## src/rtl/bpm_fusion_tracker.sv

```systemverilog
// bpm_fusion_tracker: fuses per-band tempo estimates into a weighted, smoothed BPM
// and drives a beat pulse at that tempo from a phase accumulator.
module bpm_fusion_tracker #(
  parameter int unsigned NBANDS       = 3,
  parameter int unsigned BPM_W        = 16,
  parameter int unsigned WGT_W        = 4,
  parameter int unsigned BPM_MIN      = 60,
  parameter int unsigned BPM_MAX      = 200,
  parameter int unsigned STALE_FRAMES = 8,
  parameter int unsigned SMOOTH_SHIFT = 2,
  parameter int unsigned CLK_HZ       = 50000000
) (
  input  logic                    clk,
  input  logic                    reset,
  input  logic [NBANDS*BPM_W-1:0] bpm_in,
  input  logic [NBANDS-1:0]       bpm_in_valid,
  input  logic [NBANDS*WGT_W-1:0] weights,
  input  logic                    frame_tick,
  output logic [BPM_W-1:0]        bpm_out,
  output logic                    bpm_out_valid,
  output logic                    beat_pulse,
  output logic [NBANDS-1:0]       band_live,
  output logic                    busy
);
  localparam int unsigned LOG_NB  = $clog2(NBANDS);
  localparam int unsigned NUM_W   = BPM_W + WGT_W + LOG_NB;
  localparam int unsigned DEN_W   = WGT_W + LOG_NB;
  localparam int unsigned AGE_W   = $clog2(STALE_FRAMES + 1);
  localparam int unsigned BAND_CW = $clog2(NBANDS + 1);
  localparam int unsigned BIT_CW  = (BPM_W > 1) ? $clog2(BPM_W) : 1;
  localparam longint unsigned PERIOD = 64'(CLK_HZ) * 64'd60;
  localparam int unsigned PH_W    = $clog2(PERIOD) + 1;

  localparam logic [BPM_W-1:0] MIN_V    = BPM_W'(BPM_MIN);
  localparam logic [BPM_W-1:0] MAX_V    = BPM_W'(BPM_MAX);
  localparam logic [AGE_W-1:0] STALE_V  = AGE_W'(STALE_FRAMES);
  localparam logic [PH_W-1:0]  PERIOD_V = PH_W'(PERIOD);

  typedef enum logic [1:0] {IDLE, ACCUM, DIVIDE, UPDATE} state_e;

  logic [BPM_W-1:0]  hold_q [NBANDS];
  logic [BPM_W-1:0]  hold_d [NBANDS];
  logic [AGE_W-1:0]  age_q  [NBANDS];
  logic [AGE_W-1:0]  age_d  [NBANDS];
  logic [NBANDS-1:0] held_q, held_d, live_q, live_d, accept;
  logic              any_accept;

  state_e             state_q;
  logic               pending_q, have_est_q, busy_q, bpm_valid_q, beat_q;
  logic [NUM_W-1:0]   num_q;
  logic [DEN_W-1:0]   den_q, rem_q;
  logic [BPM_W-1:0]   quo_q, bpm_q;
  logic [BAND_CW-1:0] band_idx_q;
  logic [BIT_CW-1:0]  bit_cnt_q;
  logic [PH_W-1:0]    phase_q, ph_sum;

  logic [WGT_W-1:0]        cur_w;
  logic [BPM_W-1:0]        cur_bpm;
  logic                    cur_live;
  logic [DEN_W:0]          trial, trial_sub;
  logic signed [BPM_W:0]   diff, step;

  always_comb begin
    held_d     = held_q;
    accept     = '0;
    live_d     = '0;
    for (int unsigned b = 0; b < NBANDS; b++) begin
      hold_d[b] = hold_q[b];
      age_d[b]  = age_q[b];
      accept[b] = bpm_in_valid[b] && (bpm_in[b*BPM_W +: BPM_W] >= MIN_V) &&
                  (bpm_in[b*BPM_W +: BPM_W] <= MAX_V);
      if (accept[b]) begin
        hold_d[b] = bpm_in[b*BPM_W +: BPM_W];
        held_d[b] = 1'b1;
        age_d[b]  = '0;
      end else if (frame_tick && (age_q[b] != STALE_V)) begin
        age_d[b] = age_q[b] + 1'b1;
      end
      live_d[b] = held_d[b] && (age_d[b] < STALE_V);
    end
    any_accept = |accept;
  end

  always_ff @(posedge clk or negedge reset) begin
    if (!reset) begin
      for (int unsigned b = 0; b < NBANDS; b++) begin
        hold_q[b] <= '0;
        age_q[b]  <= '0;
      end
      held_q <= '0;
      live_q <= '0;
    end else begin
      for (int unsigned b = 0; b < NBANDS; b++) begin
        hold_q[b] <= hold_d[b];
        age_q[b]  <= age_d[b];
      end
      held_q <= held_d;
      live_q <= live_d;
    end
  end

  always_comb begin
    cur_w    = '0;
    cur_bpm  = '0;
    cur_live = 1'b0;
    for (int unsigned b = 0; b < NBANDS; b++) begin
      if (band_idx_q == BAND_CW'(b)) begin
        cur_w    = weights[b*WGT_W +: WGT_W];
        cur_bpm  = hold_q[b];
        cur_live = live_q[b];
      end
    end
    trial     = {rem_q, quo_q[BPM_W-1]};
    trial_sub = trial - {1'b0, den_q};
    diff      = $signed({1'b0, quo_q}) - $signed({1'b0, bpm_q});
    step      = diff >>> SMOOTH_SHIFT;
  end

  // ACCUM spends one extra slot after the last band to decide between DIVIDE and IDLE
  // and to seed the divider with the top DEN_W bits of the numerator.
  always_ff @(posedge clk or negedge reset) begin
    if (!reset) begin
      state_q     <= IDLE;
      pending_q   <= 1'b0;
      num_q       <= '0;
      den_q       <= '0;
      rem_q       <= '0;
      quo_q       <= '0;
      band_idx_q  <= '0;
      bit_cnt_q   <= '0;
      have_est_q  <= 1'b0;
      bpm_q       <= '0;
      bpm_valid_q <= 1'b0;
      busy_q      <= 1'b0;
    end else begin
      bpm_valid_q <= 1'b0;
      if ((state_q != IDLE) && any_accept) pending_q <= 1'b1;
      case (state_q)
        IDLE: begin
          if (pending_q || any_accept) begin
            state_q    <= ACCUM;
            pending_q  <= 1'b0;
            num_q      <= '0;
            den_q      <= '0;
            band_idx_q <= '0;
            busy_q     <= 1'b1;
          end
        end
        ACCUM: begin
          if (band_idx_q == BAND_CW'(NBANDS)) begin
            if (den_q == '0) begin
              state_q <= IDLE;
              busy_q  <= 1'b0;
            end else begin
              rem_q     <= num_q[NUM_W-1 -: DEN_W];
              quo_q     <= num_q[BPM_W-1:0];
              bit_cnt_q <= '0;
              state_q   <= DIVIDE;
            end
          end else begin
            if (cur_live && (cur_w != '0)) begin
              num_q <= num_q + NUM_W'(cur_w) * NUM_W'(cur_bpm);
              den_q <= den_q + DEN_W'(cur_w);
            end
            band_idx_q <= band_idx_q + 1'b1;
          end
        end
        DIVIDE: begin
          if (trial >= {1'b0, den_q}) begin
            rem_q <= DEN_W'(trial_sub);
            quo_q <= {quo_q[BPM_W-2:0], 1'b1};
          end else begin
            rem_q <= DEN_W'(trial);
            quo_q <= {quo_q[BPM_W-2:0], 1'b0};
          end
          bit_cnt_q <= bit_cnt_q + 1'b1;
          if (bit_cnt_q == BIT_CW'(BPM_W - 1)) state_q <= UPDATE;
        end
        UPDATE: begin
          bpm_q       <= have_est_q ? (bpm_q + BPM_W'(step)) : quo_q;
          have_est_q  <= 1'b1;
          bpm_valid_q <= 1'b1;
          state_q     <= IDLE;
          busy_q      <= 1'b0;
        end
        default: state_q <= IDLE;
      endcase
    end
  end

  assign ph_sum = phase_q + PH_W'(bpm_q);

  always_ff @(posedge clk or negedge reset) begin
    if (!reset) begin
      phase_q <= '0;
      beat_q  <= 1'b0;
    end else begin
      beat_q <= 1'b0;
      if ((state_q == UPDATE) && !have_est_q) begin
        phase_q <= '0;
      end else if (have_est_q) begin
        if (ph_sum >= PERIOD_V) begin
          phase_q <= ph_sum - PERIOD_V;
          beat_q  <= 1'b1;
        end else begin
          phase_q <= ph_sum;
        end
      end
    end
  end

  assign bpm_out       = bpm_q;
  assign bpm_out_valid = bpm_valid_q;
  assign beat_pulse    = beat_q;
  assign band_live     = live_q;
  assign busy          = busy_q;
endmodule

```

## config.mk

```make
export PLATFORM = sky130hd
export DESIGN_NAME = bpm_fusion_tracker
export DESIGN_NICKNAME = d
export VERILOG_FILES = /design/src/rtl/bpm_fusion_tracker.sv
export SDC_FILE = /design/constraint.sdc
export NUM_CORES = 1
export LEC_CHECK = 0
export BUFFER_PORTS_ARGS = -buffer_cell sky130_fd_sc_hd__buf_2
export CORE_ASPECT_RATIO = 0.5
export CORE_MARGIN = 2
export CORE_UTILIZATION = 45
export DETAILED_ROUTE_END_ITERATION = 8
export SYNTH_ARGS = -nofsm -noshare
export SYNTH_HDL_FRONTEND = slang
export SYNTH_SLANG_ARGS = --single-unit
export TNS_END_PERCENT = 1
```

## constraint.sdc

```tcl
create_clock -name clk -period 6.4 [get_ports clk]
set_clock_uncertainty 0.2 [all_clocks]
set_input_delay 0.64 -clock clk [delete_from_list [all_inputs] [get_ports clk]]
set_output_delay 0.64 -clock clk [all_outputs]
set_load 0.1 [all_outputs]
```

Yosys cells after proc, flatten, opt, wreduce, memory -nomap -nowiden
Index checks and enable logic that the tools add are counted.
{"block": "word_totals", "ff_bits": 178, "latchBits": 0, "ramBits": 0, "mem_bits_ro": 0, "input_bits": 66, "out_inout_bits": 22, "word_cells": 155, "mem_count": 0}
{"block": "op_classes", "add_sub_neg": 12, "n_mul": 1, "div_mod_pow": 0, "n_lt_le_gt_ge": 11, "n_eq_ne": 17, "n_shift": 0, "muxes": 60, "n_bitwise": 0, "reduce_logical": 32}
{"cell": "2-to-1 mux 33 bit", "count": 3}
{"cell": "2-to-1 mux 16 bit", "count": 6}
{"cell": "2-to-1 mux 22 bit", "count": 3}
{"cell": "greater-or-equal comparator 16 x 6 -> 1 bit, second input constant", "count": 3}
{"cell": "<= comparator 16 x 8 -> 1 bit, second input constant", "count": 3}
{"cell": "2-to-1 mux 4 bit", "count": 11}
{"cell": "case mux 22 bit (2 select lines)", "count": 1}
{"cell": "2-to-1 mux 6 bit", "count": 6}
{"cell": "adder 33 x 16 -> 33 bit", "count": 1}
{"cell": "greater-or-equal comparator 33 x 32 -> 1 bit, second input constant", "count": 1}
{"cell": "subtractor 33 x 32 -> 33 bit, second input constant", "count": 1}
{"cell": "case mux 16 bit (2 select lines)", "count": 1}
{"cell": "case mux 6 bit (2 select lines)", "count": 2}
{"cell": "adder 22 x 20 -> 22 bit", "count": 1}
{"cell": "multiplier 4 x 16 -> 20 bit", "count": 1}
{"cell": "2-to-1 mux 1 bit", "count": 17}
{"cell": "subtractor 16 x 16 -> 17 bit", "count": 1}
{"cell": "adder 16 bit", "count": 1}
{"cell": "adder 4 x 1 -> 4 bit, second input constant", "count": 4}
{"cell": "logical AND 1 bit", "count": 15}
{"cell": "inequality test 2 bit, second input constant", "count": 7}
{"cell": "< comparator 4 bit, second input constant", "count": 3}
{"cell": "2-to-1 mux 2 bit", "count": 6}
{"cell": "inequality test 4 bit, second input constant", "count": 3}
{"cell": "other kinds (21)", "count": 32}

Longest topological paths before layout
Gate-level depths: netlist (run 1).
{"block": "logic_depth", "ltp_word": 9, "depth_mapped": 27, "ltp_nobuf": 27}

Worst setup path after synthesis (run 1)
Ideal clock, no wire load.
{"block": "synth_timing", "path_type": "register -> register", "start": "register band_idx_q[0]", "end": "register num_q[20]", "arrival_ns": 5.802, "required_time_ns": 6.067, "slack_ns": 0.265, "stages_incl_launch_ff": 25, "n_path_buf": 2, "period_less_slack_ns": 6.135, "path_cell_list": "dfrtp_1 inv_1 ha_1 clkbuf_1 buf_1 a221o_1 o21ai_0 or2_2 fa_1 fa_1 fa_1 inv_1 ha_1 a21oi_1 nand2b_1 a21boi_0 o22ai_1 o2111ai_1 o211ai_1 o21ai_0 o311a_1 or4_1 a31oi_1 xor2_1 o21ai_0"}
{"block": "synth_between", "elab_chain_len": 9, "elab_cells_between_ends": 23, "cone_classes": "add/sub: 1; mul: 1; eq/ne: 5; mux: 12; reduce/logical: 4"}
{"item": "start: declaration", "line": "53", "source": "logic [BAND_CW-1:0] band_idx_q;"}
{"item": "start signal: assignment", "line": "165", "source": "band_idx_q <= band_idx_q + 1'b1;"}
{"item": "zero test 2 bit", "line": "107", "source": "if (band_idx_q == BAND_CW'(b)) begin"}
{"item": "2-to-1 mux 4 bit or 2-to-1 mux 16 bit (tied branches) (3 in series)", "line": "107"}
{"item": "multiplier 4 x 16 -> 20 bit", "line": "162", "source": "num_q <= num_q + NUM_W'(cur_w) * NUM_W'(cur_bpm);"}
{"item": "adder 22 x 20 -> 22 bit", "line": "162"}
{"item": "2-to-1 mux 22 bit", "line": "161", "source": "if (cur_live && (cur_w != '0)) begin"}
{"item": "2-to-1 mux 22 bit", "line": "150", "source": "if (band_idx_q == BAND_CW'(NBANDS)) begin"}
{"item": "case mux 22 bit (2 select lines)", "line": "138", "source": "case (state_q)"}
{"item": "end signal: assignment", "line": "162"}
{"item": "end: declaration", "line": "50", "source": "logic [NUM_W-1:0] num_q;"}
Parallel ways exist; a longest one is shown, timed or not. The select of a mux whose other input is x is not followed.
A chain may end at the register's enable or synchronous reset.

Worst setup path in the final report (run 1)
{"block": "layout_timing", "start": "register band_idx_q[0]", "end": "register num_q[21]"}
The elaborated chain is that of the path after synthesis.

==> metrics, run 1 <==
status finished clean; Die Wd 255 µm; Final Hold Fails 0; layout cells sized above 1 between 10% and 20%; antenna fix cells 0; initial drt markers approximately 700; most frequent cells in the layout nor2_1, dfrtp_1, inv_1; top_reg_cell synth dfrtp_1; CP max FO 38; CTS tree done; antenna violations before repair 0; Fin Setup TNS 0 ns; First-pass DRT Iterations 6; power per cell area around 570 nW/µm²; GP Congestion a little under 1; Clk pin slew, worst setup/hold paths roughly 0.09 ns; vias 11900; CTS root buf clkbuf_16; DP HPWL around 27000 µm; synth warn 0; die height around 130 µm; syn avg cell area 8.71 µm²; CORE AREA 30600 µm²; crit path from band_idx_q[0]; Total GRT Usage approximately 23%; Die ar. roughly 33000 µm²; final worst-path cycle share a little over nine tenths; cells along the critical path inv_2, ha_1, buf_12, inv_1, o21ai_0, nor2_1, fa_1, fa_1, inv_1, fa_1, inv_1, ha_1, o21ai_1, a21boi_1, o21a_1, o21a_1, o2111ai_2, a21oi_1, o31a_1, nand3_1, a21boi_0, o31ai_1, xor2_1, nor2_1; final wirelength 36300 µm; total grt overflow 0; Seq/Total Area, Yosys between 30% and 40%; slowest cell delay on critical path between 0.5 and 0.6 ns; post-route minimum period 6.09 ns; Final Max Tran Viols 0; io pins 88; count of distinct cell types in the synthesized netlist 84; net count after synthesis approximately 1800; TritonCTS Buffers 17; Buffers on Ports 87; Hold Crit Class in -> reg; remaining antenna violation count 0; hold_sp bpm_in[33]; worst-margin pin slew between 1 and 1.5 ns; Buf/Inv on CP 5; Total Power between 9 and 10 mW; number of fill cells 2889; fmax 0.164 GHz; Slowest-stage cell, CP fa_1; # rows between 40 and 50; wire length per cell roughly 17 µm; vias in the first global route 11900; largest net degree at the start of global routing 74; Syn Std Cell Area around 14000 µm²; Max Cap Violations 0; Skew-Pair Late Insertion Delay 0.46 ns; Setup crit start kind register; level count of the clock H-tree 4; async set-reset flop share out of synthesis between 90% and 100%; FF+latch count, synth around 180; setup violators final 0; Slew headroom 21.4%; commonest non-fill, non-tap cell in the layout nor2_1; Post-synth EDFFs 0; peak supply drop 362 µV; # clock sinks between 150 and 200; Starting Density about 46%; critical path data required time approximately 6.5 ns; wire length of the first global-routing pass slightly above 60000 µm; Layout Nets ~1900; Max clock buf depth 2; WS Path Type reg -> reg; setup bufs post-CTS 0; worst flop-to-flop path startpoint band_idx_q[0]; crit end category register; DRC 0; Syn Inst Count approximately 1600; area added between synthesis and finish 11.8%; critical path data arrival time 6.22 ns; CP delay by family, top compound AO/OA/AOI/OAI gates; Lkg Pwr between 7 and 8 nW; Via density between 5 and 6
final timing paths:
kind                       depth (start not counted)          end  slack, ns
max                                               24    num_q[21]       0.31
min                                                2    hold_q[1]       0.24
max reg2reg                                       24    num_q[21]       0.31
min reg2reg                                        1    held_q[0]       0.25
max in group asynchronous                          3  bpm_out[12]       4.23
min in group asynchronous                          2   hold_q[39]       0.53
power by group:
part	switching, mW	total, mW	internal, mW
Sequential	0.334	1.76	1.42
Clock	0.565	1.18	0.613
Combinational	3.62	6.08	2.46
cell usage after synthesis (8+ instances only):
library cell | instances | share of area (%)
nor2_1 | 179 | 4.8
dfrtp_1 | 178 | 32
inv_1 | 153 | 4.1
nand2_1 | 125 | 3.3
ha_1 | 102 | 9.0
a21oi_1 | 97 | 3.4
o21ai_0 | 92 | 3.3
xnor2_1 | 60 | 3.7
fa_1 | 49 | 6.9
clkbuf_1 | 45 | 1.2
nor2b_1 | 43 | 1.9
xor2_1 | 41 | 2.5
nand3_1 | 37 | 1.3
nor3_1 | 31 | 1.1
a22oi_1 | 24 | 1.3
mux2_2 | 22 | 1.8
mux2i_1 | 21 | 1.5
o21a_1 | 18 | 0.96
a21o_1 | 17 | 0.90
nand2b_1 | 16 | 0.71
nand4_1 | 16 | 0.71
or2_2 | 16 | 0.71
or3_1 | 16 | 0.71
a22o_1 | 14 | 0.87
o211ai_1 | 14 | 0.74
a31oi_1 | 11 | 0.49
o31ai_1 | 11 | 0.58
nor4_1 | 10 | 0.44
and3_1 | 9 | 0.40
o22a_1 | 9 | 0.56
a211o_1 | 8 | 0.50
a221o_1 | 8 | 0.57
buf_1 | 8 | 0.21
o21ai_1 | 8 | 0.28
cells by family (layout without fill, tap and decap cells):
| logic type | after synthesis | in the layout | synth area share [%] |
|---|---|---|---|
| simple gates | 532 | 532 | 18.0 |
| compound gates | 400 | 400 | 19.0 |
| buf+inv | 217 | 299 | 5.95 |
| flops | 178 | 178 | 31.5 |
| fa+ha+maj | 151 | 151 | 16.0 |
| xor+xnor | 101 | 101 | 6.26 |
| mux | 43 | 43 | 3.24 |
cell type report:
type,count,area (µm²),area share [%]
Clock buffer,17,425,2.70
Clock inverter,15,239,1.51
Inverter,155,582,3.69
Multi-Input combinational cell,1227,8890,56.3
Sequential cell,178,4460,28.2
Tap cell,423,529,3.35
Timing Repair Buffer,112,663,4.20
stage by stage:
stage	setup slack (ns)	cells	utilization (%)	cell area, µm²	hold slack [ns]
finish	0.310	2127	51.6	15800	0.239
global route	-0.0508	2127	51.6	15800	0.232
CTS	0.132	2127	51.5	15700	0.211
detailed placement	0.177	2094	49.3	15100	0.234
global placement	0.271	2094	49.3	15100	0.233
floorplan	0.265	1622	-	14100	0.144
flip-flops by register name (all words and copies together) (netlist names), named ones only:
register	count
held_q	3
beat_pulse	1
num_q	22
busy	1
age_q	12
hold_q	48
rem_q	6
pending_q	1
band_live	3
phase_q	33
have_est_q	1
quo_q	16
band_idx_q	2
state_q	1
bpm_out_valid	1
bpm_out	16
den_q	6
bit_cnt_q	4
metal layers:
| metal | up-vias | wire length [µm] | track usage [%] |
|---|---|---|---|
| li1 | 5759 | - | - |
| met1 | 5821 | 17500 | 31.3 |
| met2 | 227 | 16900 | 38.7 |
| met3 | 55 | 1340 | 3.03 |
| met4 | 0 | 619 | 6.71 |
| met5 | - | 0 | 0 |
what timing repair did:
action                                  in CTS  in global routing
hold buffers                                 1                  0
resized for setup                            0                 16
hold endpoints to repair                     9                  0
endpoints found under the setup margin       0                  4
(Power assumes the default switching activity.)
==> run 2, diff against run 1 <==
--- a/config.mk
+++ b/config.mk
@@ -6,7 +6,7 @@
 export NUM_CORES = 1
 export LEC_CHECK = 0
 export BUFFER_PORTS_ARGS = -buffer_cell sky130_fd_sc_hd__buf_2
-export CORE_ASPECT_RATIO = 0.5
+export CORE_ASPECT_RATIO = 1.75
 export CORE_MARGIN = 2
 export CORE_UTILIZATION = 45
 export DETAILED_ROUTE_END_ITERATION = 8
==> run 2 against run 1 <==
Routed wire length up 6.6%. Register-to-register slack about the same. Fmax increased by 0.17%. Design area is 0.41% lower. Count of clock-buffer cells in the layout grew 1. Flip-flop and latch count did not move. The run now ends with negative hold slack left. Total power increased by 0.65%.
==> metrics, run 2 (synthesis gave the netlist of run 1 again) <==
sequential power share about a fifth; multi-input logic area around 8900 µm²; power per cell area between 500 and 600 nW/µm²; switch share between 50% and 60%; number of fill cells between 2000 and 3000; wire length of the first global-routing pass between 60000 and 70000 µm; final worst-path cycle share around 95%; # rows 85; fmax ~0.16 GHz; Max clock buf depth 2; Via density 5.67; Hold Crit Class in -> async; Total GRT Usage approximately a quarter; crit end category register; register area around 4500 µm²; status complete, but fails checks; worst-margin pin slew approximately 1.2 ns; slowest cell delay on critical path 0.56 ns; antenna violations before repair 0; CP max FO 6; depth of the worst register-to-register path 25; Lkg Pwr 7.42 nW; Critical Path Most Common Cell fa_1; initial drt markers roughly 500; CTS root buf clkbuf_16; Starting Density 45.8%; wire length per cell roughly 18 µm; Die ar. roughly 33000 µm²; Largest register FFs 48; vias around 12000; violated checks negative hold slack; Slew headroom 17.8%; Critical R2R Capture num_q[21]; largest net degree at the start of global routing 68; Top reg by flops hold_q; CORE AREA 30800 µm²; Slowest-stage cell, CP fa_1; CTS tree done; area added between synthesis and finish 11.3%; Top Registers hold_q (48), phase_q (33), num_q (22); Final Max Tran Viols 0; level count of the clock H-tree 4; io pins between 80 and 90; Int Pwr between 4 and 5 mW; critical path data required time roughly 6.6 ns; critical path depth 25; crit path from band_idx_q[0]; remaining antenna violation count 0; Setup crit start kind register; commonest non-fill, non-tap cell in the layout nor2_1; final wirelength 38700 µm; hold slack -0.0291 ns; Skew-Pair Late Insertion Delay 0.46 ns; Die Wd roughly 140 µm; fin util between 50% and 60%; Clk pin slew, worst setup/hold paths ~0.08 ns; worst flop-to-flop path startpoint band_idx_q[0]; most frequent cells in the layout nor2_1, dfrtp_1, inv_1; Buffers on Ports 87; WS Path Type reg -> reg; DP HPWL slightly above 30000 µm; TritonCTS Buffers 17; First-pass DRT Iterations 5; setup violators final 0; Final Hold Fails 10; Switching Power around 4.6 mW; # clock sinks about 180; antenna fix cells 0; Total Power slightly above 9 mW; vias in the first global route 12400; Fin Setup TNS 0 ns; total grt overflow 0; Layout Nets 1918; critical path data arrival time around 6.2 ns; Hold-fix buffers, CTS 0; Max Cap Violations 0; worst reg2reg setup slack around 0.32 ns; post-route minimum period around 6.1 ns; CP delay by family, top compound AO/OA/AOI/OAI gates; Post-Layout Cell Count 2105; peak supply drop approximately 690 µV; power share of the clock group between 10% and 20%; CP endpoint num_q[21]; placed cells between 2000 and 2500; die height about 240 µm; DRC 0; GP Congestion roughly 0.9; part of the power in combinational logic just under 70%; layout cells sized above 1 between 10% and 20%; Buf/Inv on CP 3
-- run 2: cell count changes in the layout (fill, tap and decap cells not counted), sizes merged --
cell,change
buf,+11
bufinv,-1
clkbuf,+1
clkinv,-4
clkinvlp,+4
dlygate4sd3,-1
-- run 2: metal layers --
metal | vias to the layer above | wire (µm) | global-route usage (%) | share of wire [%]
li1 | 5774 | - | - | -
met1 | 5791 | 13800 | 24.7 | 36
met2 | 259 | 21800 | 47.8 | 56
met3 | 102 | 1220 | 3.65 | 3.1
met4 | 0 | 1970 | 13.0 | 5.1
met5 | - | 0 | 0 | 0
-- run 2: timing repair --
action | 4_1_cts | 5_1_grt
endpoints found under the setup margin | 0 | 5
gates resized for setup | 0 | 13
setup buffers | 0 | 1
-- run 2: final cells by class --
type / count / share of cell area, %
Clock buffer: 18 / 2.79
Inverter: 155 / 3.70
Sequential cell: 178 / 28.4
Clock inverter: 14 / 0.971
Timing Repair Buffer: 122 / 4.50
Multi-Input combinational cell: 1227 / 56.6
Tap cell: 391 / 3.11
-- run 2: worst register-to-register path, delay by kind of cell (launching register included) --
| family | cells | cell delay, ns |
|---|---|---|
| flip-flops | 1 | 0.46 |
| buffers and inverters | 3 | 0.33 |
| AND/OR/NAND/NOR | 5 | 0.76 |
| XOR/XNOR | 1 | 0.17 |
| AO/OA/AOI/OAI | 11 | 2.05 |
| adder cells (fa/ha/maj) | 5 | 2.00 |
-- run 2: how the worst min path moves through the flow --
| stage | start | endpoint | slack (ns) | cells past startpoint |
|---|---|---|---|---|
| after floorplan | reset | async pin | 0.14 | 0 |
| after global placement | held_q[1] | held_q[1] | 0.23 | 1 |
| after detailed placement | held_q[1] | held_q[1] | 0.23 | 1 |
| after CTS | reset | phase_q[23] | 0.001 | 1 |
| after global routing | reset | phase_q[23] | 0.008 | 1 |
| final | reset | phase_q[23] | -0.03 | 1 |
-- run 2: metrics by stage --
step,setup WS [ns],instance area (µm²)
after floorplan,0.265,14100
after detailed placement,0.0568,15100
final,0.321,15700
after global placement,0.210,15100
after global routing,-0.0280,15700
after CTS,0.0305,15700
-- run 2: power by group through the flow --
stage / Clock [mW] / Sequential (mW) / Combinational, mW
finish: 1.08 / 1.74 / 6.25
global route: 1.15 / 1.78 / 6.97
CTS: 1.11 / 1.74 / 6.23
detailed placement: 0 / 1.76 / 6.20
global placement: 0 / 1.75 / 6.09
floorplan: 0 / 2.04 / 4.51
